## config.mk

```make
export PLATFORM = sky130hd
export DESIGN_NAME = mlp_layer_ctrl
export DESIGN_NICKNAME = d
export VERILOG_FILES = /design/src/rtl/mlp_layer_ctrl.sv
export SDC_FILE = /design/constraint.sdc
export NUM_CORES = 1
export LEC_CHECK = 0
export BUFFER_PORTS_ARGS = -buffer_cell sky130_fd_sc_hd__buf_2
export CORE_ASPECT_RATIO = 1.4
export CORE_UTILIZATION = 48
export CTS_CLUSTER_DIAMETER = 30
export CTS_CLUSTER_SIZE = 28
export DETAILED_ROUTE_END_ITERATION = 16
export GPL_TIMING_DRIVEN = 0
export HOLD_SLACK_MARGIN = 0.15
export PLACE_DENSITY = 0.76
export SKIP_LAST_GASP = 1
export SLEW_MARGIN = 20
export SYNTH_ARGS = -nofsm -noshare
export SYNTH_HDL_FRONTEND = slang
export SYNTH_SLANG_ARGS = --single-unit
```

## constraint.sdc

```tcl
create_clock -name clk -period 4.6 [get_ports clk]
set_input_delay 1.15 -clock clk [delete_from_list [all_inputs] [get_ports clk]]
set_output_delay 1.15 -clock clk [all_outputs]
set_load 0.05 [all_outputs]
```

## src/rtl/mlp_layer_ctrl.sv

```systemverilog
// Sequencer for one fully-connected MLP layer. It streams a captured input vector into the
// layer, fires the ReLU/clip register once the MAC has settled, and arbitrates weight writes.
module mlp_layer_ctrl #(
    parameter int N_INPUTS  = 2,
    parameter int N_NEURONS = 4,
    parameter int IN_WIDTH  = 16,
    parameter int WGT_WIDTH = 16,
    parameter int MAC_LAT   = 1
) (
    input  logic                          clk,
    input  logic                          rst_n,
    input  logic                          in_start,
    input  logic [N_INPUTS*IN_WIDTH-1:0]  in_flat,
    output logic                          busy,
    output logic                          done,
    input  logic                          host_wr_en,
    input  logic [$clog2(N_NEURONS)-1:0]  host_wr_row,
    input  logic [$clog2(N_INPUTS)-1:0]   host_wr_col,
    input  logic [WGT_WIDTH-1:0]          host_wr_weight,
    output logic                          wr_err,
    output logic                          wr_en,
    output logic [$clog2(N_NEURONS)-1:0]  wr_row,
    output logic [$clog2(N_INPUTS)-1:0]   wr_col,
    output logic [WGT_WIDTH-1:0]          wr_weight,
    output logic signed [IN_WIDTH-1:0]    input_value,
    output logic [$clog2(N_INPUTS)-1:0]   input_index,
    output logic                          start,
    output logic                          valid,
    output logic                          relu_en
);
    localparam int COL_W = $clog2(N_INPUTS);
    localparam int LAT_W = $clog2(MAC_LAT + 1);
    localparam logic [COL_W-1:0] LAST_IDX   = COL_W'(N_INPUTS - 1);
    localparam logic [LAT_W-1:0] LAST_DRAIN = LAT_W'(MAC_LAT - 1);

    typedef enum logic [2:0] {IDLE, FETCH, DRAIN, RELU, DONE} state_t;

    state_t              state;
    logic [IN_WIDTH-1:0] snapshot [N_INPUTS];
    logic [LAT_W-1:0]    drain_cnt;

    // The weight port belongs to the host whenever no inference is reading it.
    assign wr_en     = host_wr_en & ~busy;
    assign wr_row    = host_wr_row;
    assign wr_col    = host_wr_col;
    assign wr_weight = host_wr_weight;

    // NOTE: all state here is registered with non-blocking assignments so every flop
    // samples pre-edge values regardless of statement order.
    always_ff @(posedge clk) begin
        if (!rst_n) begin
            state       <= IDLE;
            busy        <= 1'b0;
            done        <= 1'b0;
            wr_err      <= 1'b0;
            start       <= 1'b0;
            valid       <= 1'b0;
            relu_en     <= 1'b0;
            input_index <= '0;
            input_value <= '0;
            drain_cnt   <= '0;
            // NOTE: the snapshot is a small register array, not a RAM, so it is cleared
            // explicitly; no stale vector survives a reset.
            for (int k = 0; k < N_INPUTS; k++) snapshot[k] <= '0;
        end else begin
            start   <= 1'b0;
            valid   <= 1'b0;
            relu_en <= 1'b0;
            done    <= 1'b0;
            wr_err  <= host_wr_en & busy;
            case (state)
                IDLE, DONE: begin
                    state <= IDLE;
                    if (in_start) begin
                        for (int k = 0; k < N_INPUTS; k++)
                            snapshot[k] <= in_flat[k*IN_WIDTH +: IN_WIDTH];
                        input_index <= '0;
                        busy        <= 1'b1;
                        state       <= FETCH;
                    end
                end
                FETCH: begin
                    // Issue trails the index by one cycle to line up with the synchronous weight read.
                    start       <= (input_index == '0);
                    valid       <= (input_index != '0);
                    input_value <= $signed(snapshot[input_index]);
                    if (input_index == LAST_IDX) begin
                        drain_cnt <= '0;
                        state     <= DRAIN;
                    end else begin
                        input_index <= input_index + 1'b1;
                    end
                end
                DRAIN: begin
                    if (drain_cnt == LAST_DRAIN) begin
                        relu_en <= 1'b1;
                        state   <= RELU;
                    end else begin
                        drain_cnt <= drain_cnt + 1'b1;
                    end
                end
                RELU: begin
                    done  <= 1'b1;
                    busy  <= 1'b0;
                    state <= DONE;
                end
                default: state <= IDLE;
            endcase
        end
    end
endmodule
```

==> results of run 1 <==
layout by cell type, fill, tap and decap left out:
cell / n
buf_6: 4
clkbuf_1: 5
clkbuf_8: 11
and3_1: 1
nor2b_1: 2
buf_16: 1
edfxtp_1: 32
or2b_2: 1
clkbuf_2: 4
and2_1: 32
nor2_1: 8
dfxtp_1: 26
mux2i_1: 16
buf_4: 20
o21ai_1: 10
nand2b_4: 1
nand4bb_1: 1
or2b_1: 1
o21a_1: 1
o21ai_4: 1
o211ai_1: 17
nand2b_2: 1
nor3_1: 1
nor3b_4: 1
clkinv_1: 1
or3_1: 1
clkinv_2: 2
o21ai_0: 7
nand3_1: 1
inv_1: 2
nand2_1: 2
buf_2: 79
final timing paths:
check	from	end	slack, ps	depth (start not counted)
setup reg to reg	state[1]$_SDFFE_PN0P_	snapshot[1][4]$_SDFFCE_PN0P_	3170	4
hold reg to reg	input_value[7]$_SDFFE_PN0P_	input_value[7]$_SDFFE_PN0P_	480	2
hold / removal	input_value[7]$_SDFFE_PN0P_	input_value[7]$_SDFFE_PN0P_	480	2
setup / recovery	host_wr_en	wr_en	1850	3
registers in the layout, indices dropped and copies added (netlist names):
| signal | flops |
|---|---|
| wr_err | 1 |
| snapshot | 32 |
| done | 1 |
| valid | 1 |
| input_value | 16 |
| relu_en | 1 |
| busy | 1 |
| state | 3 |
| input_index | 1 |
| start | 1 |
worst reg2reg max path, stage by stage, from the launching register on:
cell and delay [ps]:
dfxtp_1 350, nand2b_4 190, nor3b_4 310, clkbuf_2 280, and2_1 170
cells by family (layout without fill, tap and decap cells):
logic type,count (synthesis),in the layout,share of synthesized area [%]
flip-flops,58,58,60.5
buffers and inverters,34,129,9.76
AO/OA/AOI/OAI,36,36,9.20
AND/OR/NAND/NOR,54,54,14.0
multiplexers,16,16,6.54
metrics by stage:
stage / instance area (um2) / util [%]
6_report: 3130 / 64.1
5_1_grt: 3130 / 64.1
4_1_cts: 3130 / 64.1
3_5_place_dp: 2960 / 60.6
3_3_place_gp: 2920 / 59.8
2_1_floorplan: 2450 / -
power groups by stage:
| stage | combinational (mW) | clock [mW] | sequential (mW) |
|---|---|---|---|
| finish | 0.302 | 0.398 | 0.638 |
| global route | 0.321 | 0.432 | 0.644 |
| CTS | 0.305 | 0.408 | 0.638 |
| detailed placement | 0.305 | 0 | 0.649 |
| global placement | 0.292 | 0 | 0.649 |
| floorplan | 0.156 | 0 | 0.715 |
area by class of cell:
| type | count | area [um2] |
|---|---|---|
| inverters | 2 | 7.51 |
| flip-flops and latches | 58 | 1480 |
| repair buffers | 79 | 418 |
| clock inverters | 3 | 13.8 |
| fillers | 436 | 1750 |
| clock buffers | 13 | 159 |
| well taps | 64 | 80.1 |
| multi-input cells | 106 | 738 |
| plain buffers | 32 | 231 |
layer usage:
layer / GRT usage [%] / wire length [um]
met1: 18.3 / 1730
met2: 34.3 / 2530
met3: 4.34 / 277
met4: 9.51 / 90
met5: 0 / 0
==> results.ini, run 1 <==
[outcome]
status = complete, no violations

[setup_path]
critPathCaptureType = output pin
crit_path_frequent_cell = buf_2
crit_required_ps = 3450
worstSetupPathType = input pin to output pin
critPathSlowestCell = buf_2
cp_cell_sequence = buf_2 > nor2b_1 > buf_2
path_buf_inv = 2
start_kind = input pin
cp_max_fo = 2
max_stage_delay_ps = 260
arrival_ps = 1600
path_delay_family = buffers and inverters

[clock_network]
h-tree-depth = 3
clk_pin_slew_ps = 60
post_cts_buffers = 0
clock_sinks = 58
insertion_delay_ps = 310
cts.repair.resized = 0
numCtsBuffers = 9
cts_tree = built
cts_root_buf = clkbuf_8
clock_path_buffers = 2
hold_buffers = 0

[global_routing]
grt_pass1_wl_mm = 7.36
gr-total-overflow = 0
track_usage_pct = 18.1
grt_pass1_vias = 1643
grt_max_degree = 28
grt_antenna_before_repair = 0

[power]
clock_power_share_pct = 29.8
intPower_uw = 936
pwr-share-seq_pct = 47.7
share_comb_of_total_power_pct = 22.5
powerDensity_nw_per_um2 = 428
finalPower_mw = 1.34
vdd_drop_max_uv = 213
swShare_pct = 30.0
p_switching_uw = 402
p_leak_nw = 1.39

[drt]
wire_per_inst_um = 13.0
drc = 0
routed-via-count = 1749
ant_nets = 0
first_pass_iters = 4
via_per_inst = 4.90
wirelength_mm = 4.63
drt_iter0_drc = 91

[floorplanning]
start_util_pct = 50.2
rows = 30
die-area_um2 = 5390
core_area_um2 = 4880
die_h_um = 86.5
io_pins = 98
die_w_um = 62.4

[hold_path]
hp-class = register to register

[placed_design]
pre_cts_slack_ps = 1840
hpwl_mm = 3.41
place.gp.congestion = 0.820
dp.cells = 341
io_buffers = 78

[synthesis]
synth_edf_count = 32
ys_ff_latch = 58
synth-warning-count = 0
syn_area_per_cell_um2 = 12.4
syn_nets = 253
yosys.area.top_type = edfxtp_1
async_flop_share_pct = 0
synthesis.area_um2 = 2450
synth_top_area_share_pct = 39.3
ys_seq_area_share_pct = 60.5
synthTopCellsByArea = edfxtp_1, dfxtp_1, and2_1, mux2i_1, buf_4
syn-instance-count = 198
synth_common_cells = and2_1, edfxtp_1, dfxtp_1
synth_cell_types = 27
ys.flop_type = edfxtp_1

[timing]
fin_ws_ps = 1850
slew_viol_final = 0
setup_tns_ps = 0
slew_headroom_pct = 65.9
max_freq_mhz = 363
rsz0062_at_grt = false
worst_pin_slew_ps = 511
finClkSkew_ps = 4.78
min_period_ps = 2750
setup_viol = 0
finalCritPeriodShare_pct = 59.8
timing.hold.ws_ps = 483
hold_viol = 0

[layout]
final_cells = 357
final_layout_size_suffix_gt1_share_pct = 43.0
areaGrowthSynthToFinish_pct = 27.9
num-nets-final = 343
n_antenna_cell = 0

[run]
cap_violations = 0

Note: power is estimated with default switching activity, not from simulation.
==> inputs of run 2 (changes only) <==
clock period = 2.75 ns   (was 4.6 ns; I/O delays follow)
==> run 2 against run 1 <==
Effect of this change: final area down 0.68%; core utilization is 0.44 points lower; routed wire length increased by 1.2%; sequential power is 68% higher; power up 64%.
==> results.ini, run 2 (synthesis results as in run 1) <==
[outcome]
status = complete, no violations

[drt]
wirelength_mm = 4.69  ; +1.2%
first_pass_iters = 4  ; unchanged
drc = 0  ; unchanged
drt_iter0_drc = 71  ; -22%
via_per_inst = 4.90  ; about the same
ant_nets = 0  ; unchanged
wire_per_inst_um = 13.1  ; +1.2%
routed-via-count = 1748  ; -0.057%

[setup_path]
r2r-end = snapshot[1][12]$_SDFFCE_PN0P_
critPathCaptureType = output pin
arrival_ps = 1140  ; -460 ps
critPathSlowestCell = buf_2
worstSetupPathType = input pin to output pin
crit_required_ps = 2060  ; -1390 ps
startpoint = host_wr_en
cp_max_fo = 2  ; unchanged
start_kind = input pin
r2r-start = state[1]$_SDFFE_PN0P_
max_stage_delay_ps = 260  ; about the same
r2r_cells = 3  ; -1
worstSetupEndpoint = wr_en
crit_path_frequent_cell = buf_2
r2r_setup_slack_ps = 1300  ; -1870 ps
cp_cell_sequence = buf_2 > nor2b_1 > buf_2

[layout]
largest_reg_flops = 32  ; unchanged
final_core_util_pct = 63.7  ; -0.44 points
fin_area_um2 = 3110  ; -0.68%
areaGrowthSynthToFinish_pct = 27.0
largestRegisters = snapshot x32, input_value x16, state x3
top_register = snapshot
final_cells = 357  ; unchanged
num-nets-final = 343  ; unchanged
n_antenna_cell = 0  ; unchanged
final_layout_size_suffix_gt1_share_pct = 42.0  ; -1.0 points
final_common_cell = buf_2
layout_common_cells = buf_2, and2_1, edfxtp_1
num-fill-cells = 413  ; -5.3%

[clock_network]
cts_tree = built
cts.repair.resized = 0  ; unchanged
cts_root_buf = clkbuf_8
h-tree-depth = 3  ; unchanged
clk_pin_slew_ps = 60  ; about the same
insertion_delay_ps = 330  ; +20 ps
hold_buffers = 0  ; unchanged
clock_sinks = 58  ; unchanged
clock_path_buffers = 2  ; unchanged
post_cts_buffers = 0  ; unchanged
numCtsBuffers = 9  ; unchanged

[global_routing]
grt_pass1_wl_mm = 7.69  ; +4.6%
gr-total-overflow = 0  ; unchanged
grt_antenna_before_repair = 0  ; unchanged
track_usage_pct = 19.2  ; +1.1 points
grt_max_degree = 23  ; -18%
grt_pass1_vias = 1756  ; +6.9%

[run]
cap_violations = 0  ; unchanged

[power]
clock_power_share_pct = 28.4  ; -1.4 points
powerDensity_nw_per_um2 = 707  ; +65%
p_leak_nw = 1.38  ; -1.1%
pwr-share-seq_pct = 48.6  ; +0.9 points
intPower_mw = 1.52  ; +62%
finalPower_mw = 2.20  ; +64%
swShare_pct = 30.9  ; +0.82 points
share_comb_of_total_power_pct = 23.0  ; +0.5 points
p_switching_uw = 678  ; +69%
vdd_drop_max_uv = 294  ; +39%

[timing]
worst_pin_slew_ps = 495  ; -15.6 ps
setup_tns_ps = 0  ; unchanged
max_freq_mhz = 547
timing.hold.ws_ps = 482  ; -1.33 ps
finClkSkew_ps = 8.44  ; +3.66 ps
min_period_ps = 1830
slew_headroom_pct = 67.0  ; +1.0 points
rsz0062_at_grt = false
finalCritPeriodShare_pct = 66.5
slew_viol_final = 0  ; unchanged
fin_ws_ps = 920  ; -928 ps
hold_viol = 0  ; unchanged
setup_viol = 0  ; unchanged

[floorplanning]
core_area_um2 = 4880  ; unchanged
die_h_um = 86.5  ; unchanged
die_w_um = 62.4  ; unchanged
rows = 30  ; unchanged
start_util_pct = 50.2  ; unchanged
io_pins = 98  ; unchanged
die-area_um2 = 5390  ; unchanged

[hold_path]
hp-class = register to register
whs_path_depth = 2  ; unchanged
min-delay-start = input_value[7]$_SDFFE_PN0P_

[placed_design]
place.gp.congestion = 0.832  ; +1.5%
place_area_um2 = 2960  ; unchanged
dp.cells = 341  ; unchanged
pre_cts_slack_ps = 751  ; -1090 ps
io_buffers = 78  ; unchanged
hpwl_mm = 3.40  ; -0.33%

-- run 2: changes by cell type in the layout (fill, tap and decap cells not counted), sizes merged --
cell    change
clkbuf      +1
clkinv      -1
-- run 2: layout make-up --
class,instances,area [um2],area share [%]
Tap cell,64,80.1,2.58
Clock buffer,14,143,4.59
Sequential cell,58,1480,47.7
Multi-Input combinational cell,106,738,23.8
Timing Repair Buffer,79,418,13.4
Buffer,32,231,7.45
Inverter,2,7.51,0.242
Clock inverter,2,8.76,0.282
-- run 2: power by group through the flow --
stage | Sequential, mW | Combinational [mW] | Clock, mW
global route | 1.08 | 0.540 | 0.675
detailed placement | 1.09 | 0.509 | 0
global placement | 1.08 | 0.486 | 0
finish | 1.07 | 0.505 | 0.623
floorplan | 1.19 | 0.261 | 0
CTS | 1.07 | 0.510 | 0.635
-- run 2: per-layer routing --
| metal | GRT usage (%) | routed length [um] | part of all wire, % |
|---|---|---|---|
| met5 | 0 | 0 | 0 |
| met3 | 5.92 | 320 | 6.8 |
| met2 | 34.9 | 2500 | 53 |
| met1 | 19.2 | 1690 | 36 |
| met4 | 11.8 | 177 | 3.8 |
-- run 2: how the worst min path moves through the flow --
stage	to	slack, ps
after detailed placement	input_value[7]$_SDFFE_PN0P_	480
final	input_value[7]$_SDFFE_PN0P_	480
after global routing	input_value[15]$_SDFFE_PN0P_	510
after CTS	input_value[7]$_SDFFE_PN0P_	490
after floorplan	input_value[0]$_SDFFE_PN0P_	480
after global placement	input_value[9]$_SDFFE_PN0P_	470
-- run 2: worst max-delay path: cells and delay by family --
family | cells | cell delay [ps]
buffers and inverters | 2 | 340
and+or+nand+nor | 1 | 110
